<file path="config.mk">
export PLATFORM = sky130hd
export DESIGN_NAME = byte_addr_gen
export DESIGN_NICKNAME = d
export VERILOG_FILES = /design/src/rtl/byte_addr_gen.sv
export SDC_FILE = /design/constraint.sdc
export NUM_CORES = 1
export LEC_CHECK = 0
export ABC_AREA = 1
export CAP_MARGIN = 10
export CORE_MARGIN = 2
export CORE_UTILIZATION = 30
export CTS_BUF_LIST = sky130_fd_sc_hd__clkbuf_4 sky130_fd_sc_hd__clkbuf_8
export DETAILED_ROUTE_END_ITERATION = 8
export DONT_BUFFER_PORTS = 1
export PLACE_DENSITY = 0.54
export SLEW_MARGIN = 25
export SYNTH_ARGS = -nofsm -noshare
export SYNTH_HDL_FRONTEND = slang
export SYNTH_SLANG_ARGS = --single-unit
</file>
<file path="constraint.sdc">
create_clock -name clk_i -period 1.9 [get_ports clk_i]
set_clock_uncertainty 0.15 [all_clocks]
set_input_delay 0.475 -clock clk_i [delete_from_list [all_inputs] [get_ports clk_i]]
set_output_delay 0.475 -clock clk_i [all_outputs]
set_load 0.005 [all_outputs]
</file>
<file path="src/rtl/byte_addr_gen.sv">
// Registered word-address + byte-select to byte-address converter with valid/stall handshake.
// Define BYTE_ADDR_GEN_ALIGNCHK_EN to enable the registered alignment-error output.
module byte_addr_gen #(
    parameter int unsigned ARCHBITSZ = 16
) (
    input  logic                                        clk_i,
    input  logic                                        rst_n_i,
    input  logic                                        valid_i,
    input  logic [ARCHBITSZ-$clog2(ARCHBITSZ/8)-1:0]    addr_i,
    input  logic [ARCHBITSZ/8-1:0]                      sel_i,
    input  logic                                        stall_i,
    output logic                                        valid_o,
    output logic [ARCHBITSZ-1:0]                        addr_o,
    output logic [$clog2(ARCHBITSZ/8):0]                len_o,
    output logic                                        err_o
);

    localparam int unsigned SELBITSZ  = ARCHBITSZ / 8;
    localparam int unsigned OFFBITSZ  = $clog2(SELBITSZ);
    localparam int unsigned ADDRBITSZ = ARCHBITSZ - OFFBITSZ;

    logic [OFFBITSZ-1:0]  off;
    logic [OFFBITSZ:0]    len_d;
    logic [ARCHBITSZ-1:0] addr_d;

    logic                 valid_q;
    logic [ARCHBITSZ-1:0] addr_q;
    logic [OFFBITSZ:0]    len_q;

    // Descending scan so the lowest set lane is the last one written.
    always_comb begin
        off   = '0;
        len_d = '0;
        for (int i = int'(SELBITSZ) - 1; i >= 0; i--) begin
            if (sel_i[i]) off = OFFBITSZ'(i);
        end
        for (int i = 0; i < int'(SELBITSZ); i++) begin
            len_d = len_d + {{OFFBITSZ{1'b0}}, sel_i[i]};
        end
        addr_d = {addr_i[ADDRBITSZ-1:0], off};
    end

    always_ff @(posedge clk_i or negedge rst_n_i) begin
        if (!rst_n_i) begin
            valid_q <= 1'b0;
            addr_q  <= '0;
            len_q   <= '0;
        end else if (!stall_i) begin
            valid_q <= valid_i;
            addr_q  <= addr_d;
            len_q   <= len_d;
        end
    end

    assign valid_o = valid_q;
    assign addr_o  = addr_q;
    assign len_o   = len_q;

`ifdef BYTE_ADDR_GEN_ALIGNCHK_EN
    localparam logic [OFFBITSZ:0] LenOne = 1;
    localparam logic [SELBITSZ:0] SelOne = 1;

    logic [SELBITSZ:0] run_mask;
    logic [SELBITSZ:0] sel_shift;
    logic              err_d;
    logic              err_q;

    // A legal select is a single run of len_d lanes starting at off.
    always_comb begin
        run_mask  = (SelOne << len_d) - SelOne;
        sel_shift = {1'b0, sel_i >> off};
        err_d     = (len_d == '0)
                  || (sel_shift != run_mask)
                  || ((len_d & (len_d - LenOne)) != '0)
                  || (({1'b0, off} & (len_d - LenOne)) != '0);
    end

    always_ff @(posedge clk_i or negedge rst_n_i) begin
        if (!rst_n_i) begin
            err_q <= 1'b0;
        end else if (!stall_i) begin
            err_q <= err_d;
        end
    end

    assign err_o = err_q;
`else
    assign err_o = 1'b0;
`endif

endmodule

</file>
==> out/metrics.yaml <==
worst_setup_path:
  cp_max_fo: 19
  slowest_delay_ns: 1.09
  critical_path_arrival_ns: 1.56
  rr_worst_depth: 2
  crit_chain: "dlygate4sd3_1"
  crit_family: "buffers and inverters"
  crit_start: "rst_n_i"
  timing.rr.end: "len_o[0]$_DFFE_PN0N_"
  cp-start-kind: "primary input"
  crit_cells: 1
  cp-end-kind: "asynchronous set/reset pin"
  critical-path-slowest-cell: "dlygate4sd3_1"
  cp.required_ns: 2.07
  r2r_start: "len_o[0]$_DFFE_PN0N_"
  path_class: "primary input to asynchronous set/reset pin"
  crit_end: "addr_o[11]$_DFFE_PN0N_"
  worst-r2r-setup-slack_ns: 1.09
  cp.buffers_inverters: 1
route:
  drtPass1Iterations: 4
  vias: 516
  viasPerCell: 4.49
  drc_errors: 0
  wl_per_cell_um: 12.2
  wirelength_um: 1400
  antenna_left: 0
  dr.first_iter.drc_count: 3
yosys:
  syn_nets: 107
  synthMuxAreaShare: 0
  synth_simple_gate_area_frac: 0.276
  ys_seq_area_frac: 0.635
  syn_area_um2: 748
  synth_xor_area_frac: 0
  ys_seq_elements: 19
  syn-instance-count: 84
  yosys_warnings: 0
  synth_compound_area_frac: 0.00669
  synth_fa_ha_area_frac: 0.0334
  syn_avg_cell_area_um2: 8.91
  synth_cell_types: 9
  synth_top_family_by_area: "simple AND/OR/NAND/NOR gates"
clocking:
  cts-root-buf: "clkbuf_4"
  cts_setup_buffers: 0
  clockBufferDepth: 2
  cts_tree: "built"
  clk_pin_slew_worst_paths_ns: 0.10
  worstSkewPairLatency_ns: 0.28
  clock_sinks: 19
  cts_buffers: 3
  htreeDepth: 1
cells_and_area:
  layout.cells.non_filler: 115
  areaGrowthSynthToFinish_pct: 7.02
  post-route-util: 0.332
  num-fill-cells: 266
  drive_gt1_frac: 0.0588
  diodes: 0
  final_area_um2: 801
  nets: 109
die:
  die_w_um: 53.9
  start_util: 0.310
  num_rows: 18
  fp.dieH_um: 53.9
  coreArea_um2: 2410
  die_area_um2: 2910
  io_pins: 41
timing:
  period_needed_ns: 1.40
  period_share: 0.735
  tightest_slew_ns: 0.839
  finalSetupViolCount: 0
  slew_viol_final: 0
  rsz0062_at_grt: "false"
  fin_setup_tns_ns: 0
  fmax_ghz: 0.716
  relSlewSlack: 0.439
  fin_ws_ns: 0.503
  report.final.hold_viol_count: 0
  timing.hold.ws_ns: 0.141
global_routing:
  use_met3: 0.0694
  busiest_layer: "met2"
  grt_max_degree: 22
  use_met1: 0.117
  grt_pass1_wl_um: 2190
  grt_antenna_before_repair: 0
  overflow: 0
  track_usage: 0.108
  grtUsageMet2: 0.187
  grt_pass1_vias: 515
power:
  combPwrFrac: 0.072
  share_seq_of_total_power: 0.645
  switchingPower_uw: 170
  p_per_area_nw_per_um2: 905
  switching_share: 0.234
  power_frac_clock: 0.283
  design_power_total_uw: 725
  p_int_uw: 555
  power.leakage_nw: 0.443
  ir_drop_uv: 393
place:
  place_area_um2: 761
  dp.cells: 110
  io_buffers: 0
  pre_cts_slack_ns: 0.747
  place.gp.congestion: 0.579
run:
  drv_cap: 0
run_status:
  status: "complete, no violations"
hold_path:
  hp-class: "primary input to flop"
==> power groups by stage <==
stage               clock network (mW)  logic (mW)  registers (mW)
floorplan                            0      0.0452           0.470
global placement                     0      0.0418           0.476
detailed placement                   0      0.0449           0.476
CTS                              0.224      0.0545           0.469
global route                     0.244      0.0658           0.474
finish                           0.205      0.0521           0.467
==> cell families after synthesis <==
family	Yosys count
AO/OA/AOI/OAI	1
adder cells (fa/ha/maj)	2
other	1
buffers and inverters	6
flip-flops	19
AND/OR/NAND/NOR	55
==> worst reg2reg max path: cells and delay by family, from the launching register on <==
family             cells  cell delay (ns)
AOI/OAI and AO/OA      1             0.07
and+or+nand+nor        1             0.07
DFF                    1             0.42
==> cell usage in the layout, fill, tap and decap left out <==
cell | netlist | routed
clkbuf_4 | 0 | 4
o21ai_0 | 1 | 1
nand2_1 | 55 | 55
inv_2 | 1 | 1
dfrtp_1 | 19 | 19
ha_1 | 2 | 2
conb_1 | 1 | 1
dlygate4sd3_1 | 0 | 1
inv_1 | 1 | 1
==> repair_timing <==
item                      4_1_cts  5_1_grt
hold endpoints to repair       19        0
hold buffers                    1        0
gates resized for setup         0        0
==> worst min path at each step <==
stage                     cells after the start  startpoint               endpoint  slack [ns]
final                                         2   addr_i[8]  addr_o[9]$_DFFE_PN0N_        0.14
after global routing                          2   addr_i[5]  addr_o[6]$_DFFE_PN0N_        0.11
after CTS                                     2   addr_i[8]  addr_o[9]$_DFFE_PN0N_        0.13
after detailed placement                      0     rst_n_i  addr_o[5]$_DFFE_PN0N_        0.03
after global placement                        0     rst_n_i  addr_o[5]$_DFFE_PN0N_        0.03
after floorplan                               0     rst_n_i  addr_o[0]$_DFFE_PN0N_        0.03
==> flip-flops by register name, summed over array words and instances (netlist names) <==
| register | count |
|---|---|
| addr_o | 16 |
| valid_o | 1 |
| len_o | 2 |
==> synth_stat cells, drive strengths merged <==
library cell / count / area share
o21ai: 1 / 0.0067
inv: 2 / 0.010
dfrtp: 19 / 0.64
conb: 1 / 0.0050
ha: 2 / 0.033
nand2: 55 / 0.28
buf: 4 / 0.033
==> area by class of cell <==
| class | instances | area [µm²] | share of cell area |
|---|---|---|---|
| flip-flops and latches | 19 | 475 | 0.594 |
| multi-input cells | 59 | 240 | 0.300 |
| well taps | 30 | 37.5 | 0.0469 |
| clock buffers | 4 | 30.0 | 0.0375 |
| repair buffers | 1 | 10.0 | 0.0125 |
| inverters | 2 | 7.51 | 0.00938 |
==> layer usage <==
metal | share of wire | up-vias | routed length, µm
met5 | 0 | - | 0
met4 | 0 | 0 | 0
met3 | 0.13 | 0 | 180
met2 | 0.43 | 31 | 602
met1 | 0.44 | 235 | 617
li1 | - | 250 | -
(Power assumes the default switching activity.)
